<file path="src/rtl/mio_rx_sched_if.sv">
// Packet handshake bundle between the rx/reg requesters, the scheduler and the core.
// slave = scheduler side, master = requester/core side.
interface mio_rx_sched_if #(
   parameter int PW = 104
);
   logic          rx_access_in;
   logic [PW-1:0] rx_packet_in;
   logic          rx_wait_out;
   logic          reg_access_in;
   logic [PW-1:0] reg_packet_in;
   logic          reg_wait_out;
   logic          access_out;
   logic [PW-1:0] packet_out;
   logic          wait_in;

   modport slave (
      input  rx_access_in,
      input  rx_packet_in,
      output rx_wait_out,
      input  reg_access_in,
      input  reg_packet_in,
      output reg_wait_out,
      output access_out,
      output packet_out,
      input  wait_in
   );

   modport master (
      output rx_access_in,
      output rx_packet_in,
      input  rx_wait_out,
      output reg_access_in,
      output reg_packet_in,
      input  reg_wait_out,
      input  access_out,
      input  packet_out,
      output wait_in
   );
endinterface

</file>
<file path="src/rtl/mio_rx_sched.sv">
// Purpose: arbitrates rx and reg packets onto one core port, with amode address rewrite; MIO_SCHED_REGPRI_EN selects fixed reg priority.
// Latency: 1 cycle from acceptance to packet_out.
// Backpressure: output register holds while wait_in=1; requester waits are combinational.
module mio_rx_sched #(
   parameter int AW = 32,
   parameter int PW = 104
) (
   input  logic          clk,
   input  logic          reset,
   input  logic          amode,
   input  logic [AW-1:0] dstaddr_base,
   input  logic [3:0]    addr_stride,
   input  logic [15:0]   burst_len,
   output logic [AW-1:0] addr_out,
   output logic          burst_done,
   mio_rx_sched_if.slave bus
);

   logic          load;
   logic          rx_sel;
   logic          reg_sel;
   logic          rx_acc;
   logic          reg_acc;
   logic          amode_q;
   logic          first_amode;
   logic          amode_beat;
   logic          last_beat;
   logic [AW-1:0] addr_q;
   logic [AW-1:0] addr_cur;
   logic [AW-1:0] addr_step;
   logic [15:0]   beat_q;
   logic [15:0]   beat_cur;
   logic [PW-1:0] rx_pkt_mod;

`ifdef MIO_SCHED_REGPRI_EN
   assign reg_sel = 1'b1;
   assign rx_sel  = ~bus.reg_access_in;
`else
   typedef enum logic {PRI_RX, PRI_REG} state_t;
   state_t state;

   // A lone requester is always selectable; priority only matters on contention.
   assign rx_sel  = (state == PRI_RX)  | ~bus.reg_access_in;
   assign reg_sel = (state == PRI_REG) | ~bus.rx_access_in;
`endif

   assign load    = ~bus.access_out | ~bus.wait_in;
   assign rx_acc  = bus.rx_access_in  & rx_sel  & load;
   assign reg_acc = bus.reg_access_in & reg_sel & load;

   assign bus.rx_wait_out  = ~load | ~rx_sel;
   assign bus.reg_wait_out = ~load | ~reg_sel;

   // First amode cycle uses the base directly so a beat accepted that cycle is addressed correctly.
   assign first_amode = amode & ~amode_q;
   assign addr_cur    = first_amode ? dstaddr_base : addr_q;
   assign beat_cur    = first_amode ? 16'd0 : beat_q;
   assign addr_step   = {{(AW-4){1'b0}}, addr_stride};
   assign amode_beat  = amode & rx_acc;
   assign last_beat   = (burst_len != 16'd0) && (beat_cur == (burst_len - 16'd1));
   assign burst_done  = amode_beat & last_beat;
   assign addr_out    = addr_q;

   always_comb begin
      rx_pkt_mod = bus.rx_packet_in;
      if (amode) begin
         rx_pkt_mod[AW+7:8] = addr_cur;
         rx_pkt_mod[0]      = 1'b1;
      end
   end

   always_ff @(posedge clk) begin
      if (reset) begin
         bus.access_out <= 1'b0;
         bus.packet_out <= '0;
`ifndef MIO_SCHED_REGPRI_EN
         state          <= PRI_RX;
`endif
      end else if (load) begin
         bus.access_out <= rx_acc | reg_acc;
         if (rx_acc) begin
            bus.packet_out <= rx_pkt_mod;
         end else if (reg_acc) begin
            bus.packet_out <= bus.reg_packet_in;
         end
`ifndef MIO_SCHED_REGPRI_EN
         if (rx_acc) begin
            state <= PRI_REG;
         end else if (reg_acc) begin
            state <= PRI_RX;
         end
`endif
      end
   end

   always_ff @(posedge clk) begin
      if (reset) begin
         amode_q <= 1'b0;
         addr_q  <= '0;
         beat_q  <= '0;
      end else begin
         amode_q <= amode;
         if (burst_done) begin
            addr_q <= dstaddr_base;
            beat_q <= 16'd0;
         end else if (amode_beat) begin
            addr_q <= addr_cur + addr_step;
            beat_q <= beat_cur + 16'd1;
         end else if (first_amode) begin
            addr_q <= dstaddr_base;
            beat_q <= 16'd0;
         end
      end
   end

endmodule

</file>
<file path="src/flat_wrapper.sv">
// flat-port wrapper written by rule: the top's interface ports become plain ports
module mio_rx_sched_flat 
#(
   parameter int AW = 32,
   parameter int PW = 104
)
  (clk, reset, amode, dstaddr_base, addr_stride, burst_len, addr_out, burst_done, bus_rx_access_in, bus_rx_packet_in, bus_rx_wait_out, bus_reg_access_in, bus_reg_packet_in, bus_reg_wait_out, bus_access_out, bus_packet_out, bus_wait_in);
  mio_rx_sched_if #(.PW(PW)) bus_i ();
  input  logic clk;
  input  logic reset;
  input  logic amode;
  input  logic [AW-1:0] dstaddr_base;
  input  logic [3:0] addr_stride;
  input  logic [15:0] burst_len;
  output logic [AW-1:0] addr_out;
  output logic burst_done;
  input wire logic [$bits(bus_i.rx_access_in)-1:0] bus_rx_access_in;
  input wire logic [$bits(bus_i.rx_packet_in)-1:0] bus_rx_packet_in;
  output wire logic [$bits(bus_i.rx_wait_out)-1:0] bus_rx_wait_out;
  input wire logic [$bits(bus_i.reg_access_in)-1:0] bus_reg_access_in;
  input wire logic [$bits(bus_i.reg_packet_in)-1:0] bus_reg_packet_in;
  output wire logic [$bits(bus_i.reg_wait_out)-1:0] bus_reg_wait_out;
  output wire logic [$bits(bus_i.access_out)-1:0] bus_access_out;
  output wire logic [$bits(bus_i.packet_out)-1:0] bus_packet_out;
  input wire logic [$bits(bus_i.wait_in)-1:0] bus_wait_in;
  assign bus_i.rx_access_in = bus_rx_access_in;
  assign bus_i.rx_packet_in = bus_rx_packet_in;
  assign bus_rx_wait_out = bus_i.rx_wait_out;
  assign bus_i.reg_access_in = bus_reg_access_in;
  assign bus_i.reg_packet_in = bus_reg_packet_in;
  assign bus_reg_wait_out = bus_i.reg_wait_out;
  assign bus_access_out = bus_i.access_out;
  assign bus_packet_out = bus_i.packet_out;
  assign bus_i.wait_in = bus_wait_in;
  mio_rx_sched #(.AW(AW), .PW(PW)) u_core (.clk(clk), .reset(reset), .amode(amode), .dstaddr_base(dstaddr_base), .addr_stride(addr_stride), .burst_len(burst_len), .addr_out(addr_out), .burst_done(burst_done), .bus(bus_i));
endmodule
</file>
<file path="config.mk">
export PLATFORM = sky130hd
export DESIGN_NAME = mio_rx_sched_flat
export DESIGN_NICKNAME = d
export VERILOG_FILES = /design/src/rtl/mio_rx_sched_if.sv /design/src/rtl/mio_rx_sched.sv /design/src/flat_wrapper.sv
export SDC_FILE = /design/constraint.sdc
export NUM_CORES = 1
export LEC_CHECK = 0
export BUFFER_PORTS_ARGS = -buffer_cell sky130_fd_sc_hd__buf_2
export CAP_MARGIN = 30
export CORE_ASPECT_RATIO = 0.8
export CORE_MARGIN = 8
export CORE_UTILIZATION = 30
export CTS_CLUSTER_DIAMETER = 80
export DETAILED_ROUTE_END_ITERATION = 8
export PLACE_DENSITY_LB_ADDON = 0.15
export SETUP_SLACK_MARGIN = 0.15
export SLEW_MARGIN = 20
export SYNTH_ARGS = -nofsm -noshare
export SYNTH_HDL_FRONTEND = slang
export SYNTH_SLANG_ARGS = --single-unit
export TNS_END_PERCENT = 100
</file>
<file path="constraint.sdc">
create_clock -name clk -period 10.7 [get_ports clk]
set_input_delay 0.535 -clock clk [delete_from_list [all_inputs] [get_ports clk]]
set_output_delay 0.535 -clock clk [all_outputs]
set_load 0.02 [all_outputs]
</file>
==> run_results.csv <==
group,metric,value,unit
yosys,synth_simple_gate_area_share,0.2889,
setup_path,worstPathCellList,"nand2b_4, buf_4, mux2i_1, a2111o_1, nor3_1, and3_1, nor2_1, o21ai_0, a31oi_1",
yosys,synthDominantCellAreaShare,0.3331,
placed_design,port_buffers,405,
setup_path,critical_path_depth,9,
route,post_route_drc_violation_count,0,
job,drv.max_cap_violation_count,0,
floorplanning,die_area,36990,sq um
placed_design,global_placement_routability_congestion,0.8241,
route,route.final.wire_length,41280,um
grt,track_usage,0.2160,
power,powerDensity,138.0,nW/um^2
route,antenna_violating_nets_post_route,0,
route,initialDrtViolationCount,813,
yosys,synthDominantAreaCellType,"sky130_fd_sc_hd__dfxtp_1",
clock_network,cts_max_path_buffers,2,
finish,final_net_count,1842,
clock_network,clk_pin_slew,70,ps
yosys,synth_top_family_by_area,"simple AND/OR/NAND/NOR gates",
floorplanning,floorplan.die.width,213.0,um
placed_design,place_ws,6129,ps
yosys,synth_enable_flop_cells,0,
yosys,ys_async_sr_fraction,0,
sta,maxClockFrequency,223.9,MHz
setup_path,slack_of_the_worst_reg_to_reg_path,6230,ps
floorplanning,boundaryPins,406,
finish,layout.filler_cells,3263,
setup_path,r2r_end,"u_core.addr_out[31]",
yosys,synth.most_common_cell,"sky130_fd_sc_hd__nor2_1",
finish,syn_to_final_growth,31.00,%
floorplanning,placement_rows,57,
sta,min_period,4466,ps
sta,maxSlewViolCount,0,
setup_path,wp_data_required,10990,ps
route,first_pass_iters,7,
floorplanning,die_y,173.6,um
yosys,ys_types,65,
min_path,worst_hold_path_type,"in -> reg",
clock_network,clk_latency,420,ps
sta,timing.final.hold_violations,0,
yosys,ys_top_cells_by_area,"sky130_fd_sc_hd__dfxtp_1, sky130_fd_sc_hd__nor2_1, sky130_fd_sc_hd__a311oi_1, sky130_fd_sc_hd__nand2_1, sky130_fd_sc_hd__a211oi_1",
yosys,syn_inst,1238,
setup_path,worst_r2r_startpoint,"u_core.amode_q",
clock_network,cts_resized,0,
setup_path,arrival,4750,ps
sta,layout_setup_ws,6234,ps
yosys,synth_common_cells,"sky130_fd_sc_hd__nor2_1, sky130_fd_sc_hd__dfxtp_1, sky130_fd_sc_hd__nand2_1",
sta,worst_hold_slack,361.7,ps
grt,pin_count_of_the_biggest_net_entering_global_routing,100,
yosys,syn-mean-instance-area,7.525,sq um
sta,timing.slew.headroom,0.3638,
grt,grt_pass1_vias,10155,
power,max-vdd-ir-drop,0.00009607,V
setup_path,worst_path_dominant_cell_family,"simple AND/OR/NAND/NOR gates",
min_path,timing.hold.worst_endpoint,"u_core.addr_out[0]",
clock_network,root_buffer,"sky130_fd_sc_hd__clkbuf_16",
yosys,syn_area,9316,sq um
yosys,synth_fa_ha_area_frac,0.01021,
setup_path,setup.worst_path.end_class,"register",
setup_path,critPathLaunchType,"register",
grt,grt_remaining_overflow,0,
setup_path,path_max_fanout,48,
clock_network,postCtsSetupRepairBufs,0,
route,dr_vias_cell,5.324,
power,static-leakage-power,5.296,nW
min_path,cell_depth_of_the_worst_min_delay_path,3,
clock_network,h_tree_levels,4,
setup_path,cp_slowest_cell,"sky130_fd_sc_hd__dfxtp_2",
setup_path,worst-setup-path-type,"reg -> reg",
clock_network,post_cts_hold_buffer_count,0,
route,via_count,10626,
sta,tightest_slew,954.3,ps
sta,clock-skew-final,14.59,ps
power,power.total,1.684,mW
clock_network,tritoncts,"built",
yosys,synth-xor-area-share,0.03102,
finish,drive_gt1_frac,0.2992,
clock_network,cts_sinks,155,
sta,setup_tns,0,ps
grt,first_pass_grt_wire_length,62960,um
setup_path,r2r_cells,9,
setup_path,timing.critical_path.buf_inv,1,
yosys,syn-num-nets,1511,
route,wl_per_cell,20.68,um
sta,grt_setup_unrepaired,"false",
sta,setup_viol,0,
yosys,synth-seq-cells,155,
status,run_status,"finished, final reports clean",
sta,final.period_utilization,0.4173,
yosys,yosys_most_used_dff,"sky130_fd_sc_hd__dfxtp_1",
placed_design,hpwl,30410,um
floorplanning,fp.coreArea,30450,sq um
floorplanning,initial_core_util,0.3059,
yosys,share_of_cell_area_taken_by_muxes_after_synthesis,0.05788,
clock_network,cts-buffers-inserted,17,
yosys,yosysSeqAreaShare,0.3331,
yosys,complex_gate_fraction_of_the_synthesized_area,0.2223,
yosys,ys_warn_count,0,
grt,antenna_found_initial,9,
min_path,hp-start,"dstaddr_base[0]",
setup_path,critical_path.max_stage_delay,960,ps
-- worst max path at each step --
stage / start / to / slack [ps]
6_report: u_core.amode_q / u_core.addr_out[31] / 6230
5_1_grt: u_core.amode_q / u_core.addr_out[25] / 5950
4_1_cts: u_core.amode_q / u_core.addr_out[31] / 6310
3_5_place_dp: amode / u_core.addr_out[29] / 6130
3_3_place_gp: amode / u_core.addr_out[31] / 6210
2_1_floorplan: amode / u_core.addr_out[30] / 7180
-- metrics by stage --
stage / instance area (sq um) / utilization / instances
6_report: 12200 / 0.4008 / 1996
5_1_grt: 12200 / 0.4007 / 1995
4_1_cts: 12180 / 0.3999 / 1993
3_5_place_dp: 11610 / 0.3812 / 1962
3_3_place_gp: 11550 / 0.3794 / 1960
2_1_floorplan: 9316 / - / 1238
-- final cells by class --
class	count	area [sq um]	area share
Antenna cell	2	5.005	0.0004101
Clock buffer	18	439.2	0.03599
Clock inverter	13	132.6	0.01087
Inverter	17	63.81	0.005229
Multi-Input combinational cell	956	5733	0.4698
Sequential cell	155	3104	0.2544
Tap cell	413	516.7	0.04234
Timing Repair Buffer	422	2210	0.1811
-- report_power, final --
group	switching [mW]	internal, mW	leakage (nW)	total (mW)
registers	0.0324	0.624	1.28	0.657
logic	0.263	0.152	3.74	0.415
clock network	0.280	0.333	0.274	0.613
-- metal layers --
layer | GRT usage | part of all wire | wire length [um] | vias to the layer above
li1 | - | - | - | 5215
met1 | 0.2793 | 0.43 | 17650 | 4965
met2 | 0.3523 | 0.48 | 19760 | 384
met3 | 0.05927 | 0.077 | 3196 | 48
met4 | 0.04882 | 0.014 | 592 | 14
met5 | 0 | 0.0020 | 81 | -
-- cells by family (layout without fill, tap and decap cells) --
logic type | count (synthesis) | count (layout)
buffers and inverters | 127 | 470
adders and majority gates | 7 | 7
muxes | 53 | 53
other | 0 | 2
and+or+nand+nor | 578 | 578
AOI/OAI and AO/OA | 285 | 285
xor gates and xnor gates | 33 | 33
DFF | 155 | 155
-- flip-flops by register name, indices dropped and copies added, names as in the netlist --
register	count
u_core.state	1
u_core.bus.access_out	1
u_core.amode_q	1
u_core.addr_out	32
u_core.bus.packet_out	104
u_core.beat_q	16
-- cell usage in the layout, fill, tap and decap left out, drive strengths merged, types with 18 or more instances in the layout --
cell	count
nor3	58
or4b	18
nand3	91
dfxtp	155
clkbuf	18
inv	24
a31oi	31
nand2	150
buf	422
a21oi	25
a311oi	71
mux2i	49
a211oi	68
nor2	197
xnor2	19
o21ai	36
-- worst register-to-register path: cells and delay by family (launching register included) --
kind	cells	cell delay, ps
buf+inv	1	550
simple gates	4	1710
flops	1	960
mux	1	310
compound gates	3	820
Note: power is estimated with default switching activity, not from simulation.
